## config.mk

```make
export PLATFORM = sky130hd
export DESIGN_NAME = prog_interval_timer
export DESIGN_NICKNAME = d
export VERILOG_FILES = /design/src/rtl/prog_interval_timer.sv
export SDC_FILE = /design/constraint.sdc
export NUM_CORES = 1
export LEC_CHECK = 0
export ABC_AREA = 1
export CAP_MARGIN = 20
export CORE_ASPECT_RATIO = 0.8
export CORE_MARGIN = 5
export CORE_UTILIZATION = 61
export CTS_CLUSTER_DIAMETER = 120
export DETAILED_ROUTE_END_ITERATION = 8
export PLACE_DENSITY_LB_ADDON = 0.25
export SYNTH_ARGS = -nofsm -noshare
export SYNTH_HDL_FRONTEND = slang
export SYNTH_SLANG_ARGS = --single-unit
```

## constraint.sdc

```tcl
create_clock -name clk -period 3.11 [get_ports clk]
set_clock_uncertainty 0.1 [all_clocks]
set_input_delay 0.622 -clock clk [delete_from_list [all_inputs] [get_ports clk]]
set_output_delay 0.622 -clock clk [all_outputs]
set_load 0.05 [all_outputs]
```

## src/rtl/prog_interval_timer.sv

```systemverilog
`default_nettype none
// ============================================================================
// Module      : prog_interval_timer
// Description : Runtime-programmable interval timer. A prescaler divides clk
//               into ticks; done pulses after a programmed number of ticks.
//               One-shot or periodic, with pause, abort and retrigger.
// Revision    : 1.0 - initial release
// ============================================================================
module prog_interval_timer #(
  parameter int PRESCALE_WIDTH = 19,
  parameter int INTERVAL_WIDTH = 8
) (
  input  logic                      clk,
  input  logic                      reset,
  input  logic                      start,
  input  logic                      stop,
  input  logic                      pause,
  input  logic                      periodic,
  input  logic [PRESCALE_WIDTH-1:0] prescale_val,
  input  logic [INTERVAL_WIDTH-1:0] interval_val,
  output logic                      busy,
  output logic                      tick,
  output logic                      done,
  output logic                      cfg_err,
  output logic [INTERVAL_WIDTH-1:0] elapsed
);

  typedef enum logic [1:0] {
    ST_IDLE   = 2'd0,
    ST_RUN    = 2'd1,
    ST_PAUSED = 2'd2
  } state_t;

  state_t                    state_q,   state_d;
  logic [PRESCALE_WIDTH-1:0] pcnt_q,    pcnt_d;
  logic [INTERVAL_WIDTH-1:0] elapsed_q, elapsed_d;
  logic [PRESCALE_WIDTH-1:0] p_q,       p_d;
  logic [INTERVAL_WIDTH-1:0] i_q,       i_d;
  logic                      mode_q,    mode_d;
  logic                      busy_q,    busy_d;
  logic                      tick_q,    tick_d;
  logic                      done_q,    done_d;
  logic                      cfg_err_q, cfg_err_d;

  // Terminal counts of the latched configuration (both are >= 1 whenever
  // the timer is active, so the subtraction never underflows in use).
  logic [PRESCALE_WIDTH-1:0] w_p_last;
  logic [INTERVAL_WIDTH-1:0] w_i_last;
  assign w_p_last = p_q - PRESCALE_WIDTH'(1);
  assign w_i_last = i_q - INTERVAL_WIDTH'(1);

  // Next-state logic: stop > start > pause > counting; pulses default low.
  always_comb begin
    state_d   = state_q;
    pcnt_d    = pcnt_q;
    elapsed_d = elapsed_q;
    p_d       = p_q;
    i_d       = i_q;
    mode_d    = mode_q;
    tick_d    = 1'b0;
    done_d    = 1'b0;
    cfg_err_d = 1'b0;

    if (stop) begin
      state_d   = ST_IDLE;
      pcnt_d    = '0;
      elapsed_d = '0;
    end else if (start) begin
      if ((prescale_val == '0) || (interval_val == '0)) begin
        // Rejected request leaves the running interval untouched.
        cfg_err_d = 1'b1;
      end else begin
        p_d       = prescale_val;
        i_d       = interval_val;
        mode_d    = periodic;
        pcnt_d    = '0;
        elapsed_d = '0;
        state_d   = ST_RUN;
      end
    end else if (state_q != ST_IDLE) begin
      if (pause) begin
        state_d = ST_PAUSED;
      end else begin
        // Leaving PAUSED counts on the same edge pause is seen low.
        state_d = ST_RUN;
        if (pcnt_q == w_p_last) begin
          pcnt_d = '0;
          tick_d = 1'b1;
          if (elapsed_q == w_i_last) begin
            done_d    = 1'b1;
            elapsed_d = '0;
            if (!mode_q) begin
              state_d = ST_IDLE;
            end
          end else begin
            elapsed_d = elapsed_q + INTERVAL_WIDTH'(1);
          end
        end else begin
          pcnt_d = pcnt_q + PRESCALE_WIDTH'(1);
        end
      end
    end

    // busy is registered from the next state so it drops with done.
    busy_d = (state_d != ST_IDLE);
  end

  // State, counters, latched configuration and registered outputs.
  always_ff @(posedge clk) begin
    if (reset) begin
      state_q   <= ST_IDLE;
      pcnt_q    <= '0;
      elapsed_q <= '0;
      p_q       <= '0;
      i_q       <= '0;
      mode_q    <= 1'b0;
      busy_q    <= 1'b0;
      tick_q    <= 1'b0;
      done_q    <= 1'b0;
      cfg_err_q <= 1'b0;
    end else begin
      state_q   <= state_d;
      pcnt_q    <= pcnt_d;
      elapsed_q <= elapsed_d;
      p_q       <= p_d;
      i_q       <= i_d;
      mode_q    <= mode_d;
      busy_q    <= busy_d;
      tick_q    <= tick_d;
      done_q    <= done_d;
      cfg_err_q <= cfg_err_d;
    end
  end

  assign busy    = busy_q;
  assign tick    = tick_q;
  assign done    = done_q;
  assign cfg_err = cfg_err_q;
  assign elapsed = elapsed_q;

endmodule
`default_nettype wire

```

[After elaboration in Yosys (flattened, before gate mapping)]
Index checks and enable logic that the tools add are counted.
Storage, ports and cells
  register bits: 61
  input bits: 33
  output and inout port bits: 12
  logic and storage cells: 59
Cells by class
  $add $sub $neg: 4
  equal/unequal tests: 4
  mux-type cells: 22
  bitwise operators: 5
  reductions and logical operators: 14
Operators with widths (count)
  two-way mux 19 bit: 5
  two-way mux 8 bit: 6
  adder 19 x 1 -> 19 bit, second input constant: 1
  == test 19 bit: 1
  zero test 19 bit: 1
  subtractor 19 x 1 -> 19 bit, second input constant: 1
  two-way mux 2 bit: 5
  adder 8 x 1 -> 8 bit, second input constant: 1
  == test 8 bit: 1
  zero test 8 bit: 1
  nonzero test 2 bit: 4
  subtractor 8 x 1 -> 8 bit, second input constant: 1
  two-way mux 1 bit: 6
  AND reduction 3 bit: 2
  OR reduction 6 bit: 1
  inverter 1 bit: 5
  OR reduction 5 bit: 1
  inequality test 2 bit, second input constant: 2
  AND reduction 4 bit: 1
  OR reduction 3 bit: 1
  OR reduction 2 bit: 1
  logical OR 1 bit: 1

[Longest topological paths before layout]
  depth in word-level cells: 9
  mapped depth: 18
  mapped depth without buffers: 17

[Worst setup path after synthesis]
OpenSTA, ideal clock, no wires.
  kind: register -> register
  start: register p_q[0]
  end: register pcnt_q[9]
  library setup time: 0.117 ns
  arrival: 1.904 ns
  required time: 2.893 ns
  path slack: 0.989 ns
  stages on the path, launching flop included: 15
  path buffers: 1
  clock period less this slack: 2.121 ns
  path through: dfxtp_1 inv_1 ha_1 nand2_4 nor2_8 nand2_1 xor2_2 nand3_2 nor2_4 nand2_4 nand2_4 nand2_4 nand2_4 buf_4 nor2_1
Between the ends
  cells in the longest elaborated chain, start to end: 6
Ends and longest elaborated chain
  from (decl): line 37  | logic [PRESCALE_WIDTH-1:0] p_q, p_d;
  from (signal assigned): line 125  | p_q <= p_d;
  subtractor 19 x 1 -> 19 bit: line 49  | assign w_p_last = p_q - PRESCALE_WIDTH'(1);
  == test 19 bit: line 86  | if (pcnt_q == w_p_last) begin
  two-way mux 19 bit: line 86
  two-way mux 19 bit: line 81  | if (pause) begin
  two-way mux 19 bit: line 80  | end else if (state_q != ST_IDLE) begin
  two-way mux 19 bit: line 68  | end else if (start) begin
  to (signal assigned): line 123  | pcnt_q <= pcnt_d;
  to (decl): line 35  | logic [PRESCALE_WIDTH-1:0] pcnt_q, pcnt_d;
No other way between the ends. The select of a mux whose other input is x is not followed.
A chain may end at the register's enable or synchronous reset.

[Final worst setup path]
  start: input port prescale_val[7]
  end: register pcnt_q[8]
Between the ends
  cells in the longest elaborated chain, start to end: 4
Ends and longest elaborated chain
  from (decl): line 19  | input logic [PRESCALE_WIDTH-1:0] prescale_val,
  zero test 19 bit: line 69  | if ((prescale_val == '0) || (interval_val == '0)) begin
  logical OR 1 bit: line 69
  inequality test 2 bit (no source line)
  AND reduction 3 bit (no source line)
No other way between the ends.

==> flow_summary.yaml <==
logic_synthesis:
  yosysSeqAreaShare_pct: 31.60
  synth_cell_types: 39
  ys_async_sr_fraction_pct: 0
  syn_avg_cell_area_um2: 6.865
  yosys_warnings: 0
  syn_inst: 563
  syn_nets: 600
  syn_area_mm2: 0.003865
  synth-edff-count: 0
  ys.flop_type: "dfxtp_1"
  synth_seq_cells: 61
timing:
  worst_slack_ns: 0.6101
  hold_viol: 0
  whs_ns: 0.3749
  fmax_mhz: 400.0
  setup_violations: 0
  fin_crit_sh_pct: 80.38
  tightest_slew_ns: 0.5273
  rsz0062_at_grt: "no"
  slew_violations: 0
  min_period_ns: 2.500
  slew_headroom_pct: 64.74
  finalSetupTns_ns: 0
min_path:
  hp-class: "register to register"
  whs_endpoint: "state_q[1]"
  hold-path-cell-count: 2
  hp-start: "state_q[1]"
floorplanning:
  pin_count: 45
  initial_core_util_pct: 61.56
  coreArea_mm2: 0.006279
  fp.dieH_um: 81.20
  fp.dieW_um: 99.00
  rows: 26
  dieArea_mm2: 0.008038
grt:
  grt_pass1_vias: 3522
  overflow: 0
  antenna_found_initial: 0
  grt_pass1_wl_mm: 17.04
  track_usage_pct: 26.77
  grt_max_degree: 34
setup_path:
  reg2reg_depth: 13
  startpoint_type: "input pin"
  required_ns: 3.25
  cp_data_arrival_time_ns: 2.64
  critical_path_peak_fanout: 16
  timing.rr.start: "p_q[0]"
  worstReg2RegEnd: "pcnt_q[5]"
  worstSetupPathType: "input pin to register"
  critPathCaptureType: "register"
  reg2reg_slack_ns: 0.69
placement:
  pre_cts_slack_ns: 0.3013
  place_area_mm2: 0.004395
  place.gp.congestion: 0.9600
  dp_hpwl_mm: 7.931
  place_inst: 682
  portBuffers: 44
pwr:
  vdd_drop_max_uv: 309.2
  total_power_mw: 1.977
  cellLeakagePower_nw: 1.951
  power.density_mw_per_mm2: 431.4
clock_tree:
  path_clk_slew_ns: 0.07
  cts_setup_buffers: 0
  cts_resized: 0
  clockBufferDepth: 2
  numCtsBuffers: 9
  clkSinkCount: 61
  htree_num_levels: 3
  root_buffer: "clkbuf_8"
  cts_tree: "yes"
  cts_hold_buf: 0
  clock_latency_ns: 0.34
outcome:
  outcome: "finished clean"
routing:
  postRouteAntennaNets: 0
  drc_errors: 0
  totalWireLength_mm: 10.33
  dr.pass1.iters: 8
  drt-initial-drc-count: 274
  avgRoutedWirePerCell_um: 14.86
  viasPerCell: 5.501
  vias: 3823
final_layout:
  area_growth_pct: 18.55
  layout_common_cells: "nand2_1 (109), nor2_1 (101), dfxtp_1 (61)"
  n_antenna_cell: 0
  layout-drive-gt1-share_pct: 8.347
  final_util_pct: 72.98
  final_nets: 646
  design_area_mm2: 0.004582
  fin_cells: 695
  final_common_cell: "nand2_1"
job:
  maxCapViolCount: 0
metal layers:
layer | global-route usage, % | routed length, um | vias to the layer above | share of wire, %
met2 | 39.28 | 4433 | 176 | 43
met5 | 0 | 0 | - | 0
met3 | 6.609 | 1037 | 21 | 10
met4 | 11.46 | 272 | 0 | 2.6
met1 | 37.36 | 4586 | 1706 | 44
li1 | - | - | 1920 | -
how the worst max path moves through the flow:
stage	cells past startpoint	endpoint	from	slack [ns]
after CTS	14	pcnt_q[8]	prescale_val[7]	0.66
after detailed placement	14	pcnt_q[8]	prescale_val[7]	0.30
after global placement	14	pcnt_q[8]	prescale_val[7]	0.41
after floorplan	14	pcnt_q[9]	p_q[0]	0.99
after global routing	14	pcnt_q[8]	prescale_val[14]	0.41
final	14	pcnt_q[8]	prescale_val[7]	0.61
power by group:
group | internal (mW) | switching (mW)
logic | 0.177 | 0.266
registers | 0.806 | 0.0309
clock network | 0.399 | 0.298
cell type report:
cell class	instances	area, um^2
Fill cell	503	1697
Clock inverter	2	35.03
Clock buffer	11	151.4
Sequential cell	61	1221
Inverter	52	195.2
Multi-Input combinational cell	435	2376
Tap cell	84	105.1
Timing Repair Buffer	50	498.0
cells by family (layout without fill, tap and decap cells):
kind of cell | Yosys count | after routing | synth area share [%]
AO/OA/AOI/OAI | 49 | 49 | 7.996
XOR/XNOR | 48 | 48 | 11.07
adder cells (fa/ha/maj) | 4 | 4 | 1.295
buffers and inverters | 67 | 115 | 6.927
flip-flops | 61 | 61 | 31.60
multiplexers | 1 | 1 | 0.2590
AND/OR/NAND/NOR | 333 | 333 | 40.85
critical path: stages:
cell,delay (ns)
clkdlybuf4s50_1,0.55
nor2_1,0.06
nand3_1,0.08
nor2_1,0.04
nand4_1,0.06
nand2_1,0.07
nand2_1,0.12
nand2_2,0.06
inv_1,0.36
nand3_1,0.22
nor2_1,0.19
nand2_1,0.08
nand3_1,0.08
nor2_1,0.04
synthesized netlist by cell type (all sizes together), types with 8 or more instances:
| master | number | area [um^2] |
|---|---|---|
| a211oi | 14 | 105.1 |
| clkbuf | 11 | 41.29 |
| dfxtp | 61 | 1221 |
| inv | 52 | 195.2 |
| nand3 | 60 | 305.3 |
| a21oi | 20 | 111.4 |
| nand4 | 14 | 87.58 |
| nor3 | 8 | 40.04 |
| nand2 | 122 | 520.5 |
| xor2 | 32 | 287.8 |
| xnor2 | 16 | 140.1 |
| nor2 | 114 | 518.0 |
flip-flops by register name, summed over array words and instances (netlist names):
signal,count
busy,1
cfg_err,1
done,1
elapsed,8
i_q,8
mode_q,1
p_q,19
pcnt_q,19
state_q,2
tick,1
Note: power is estimated with default switching activity, not from simulation.
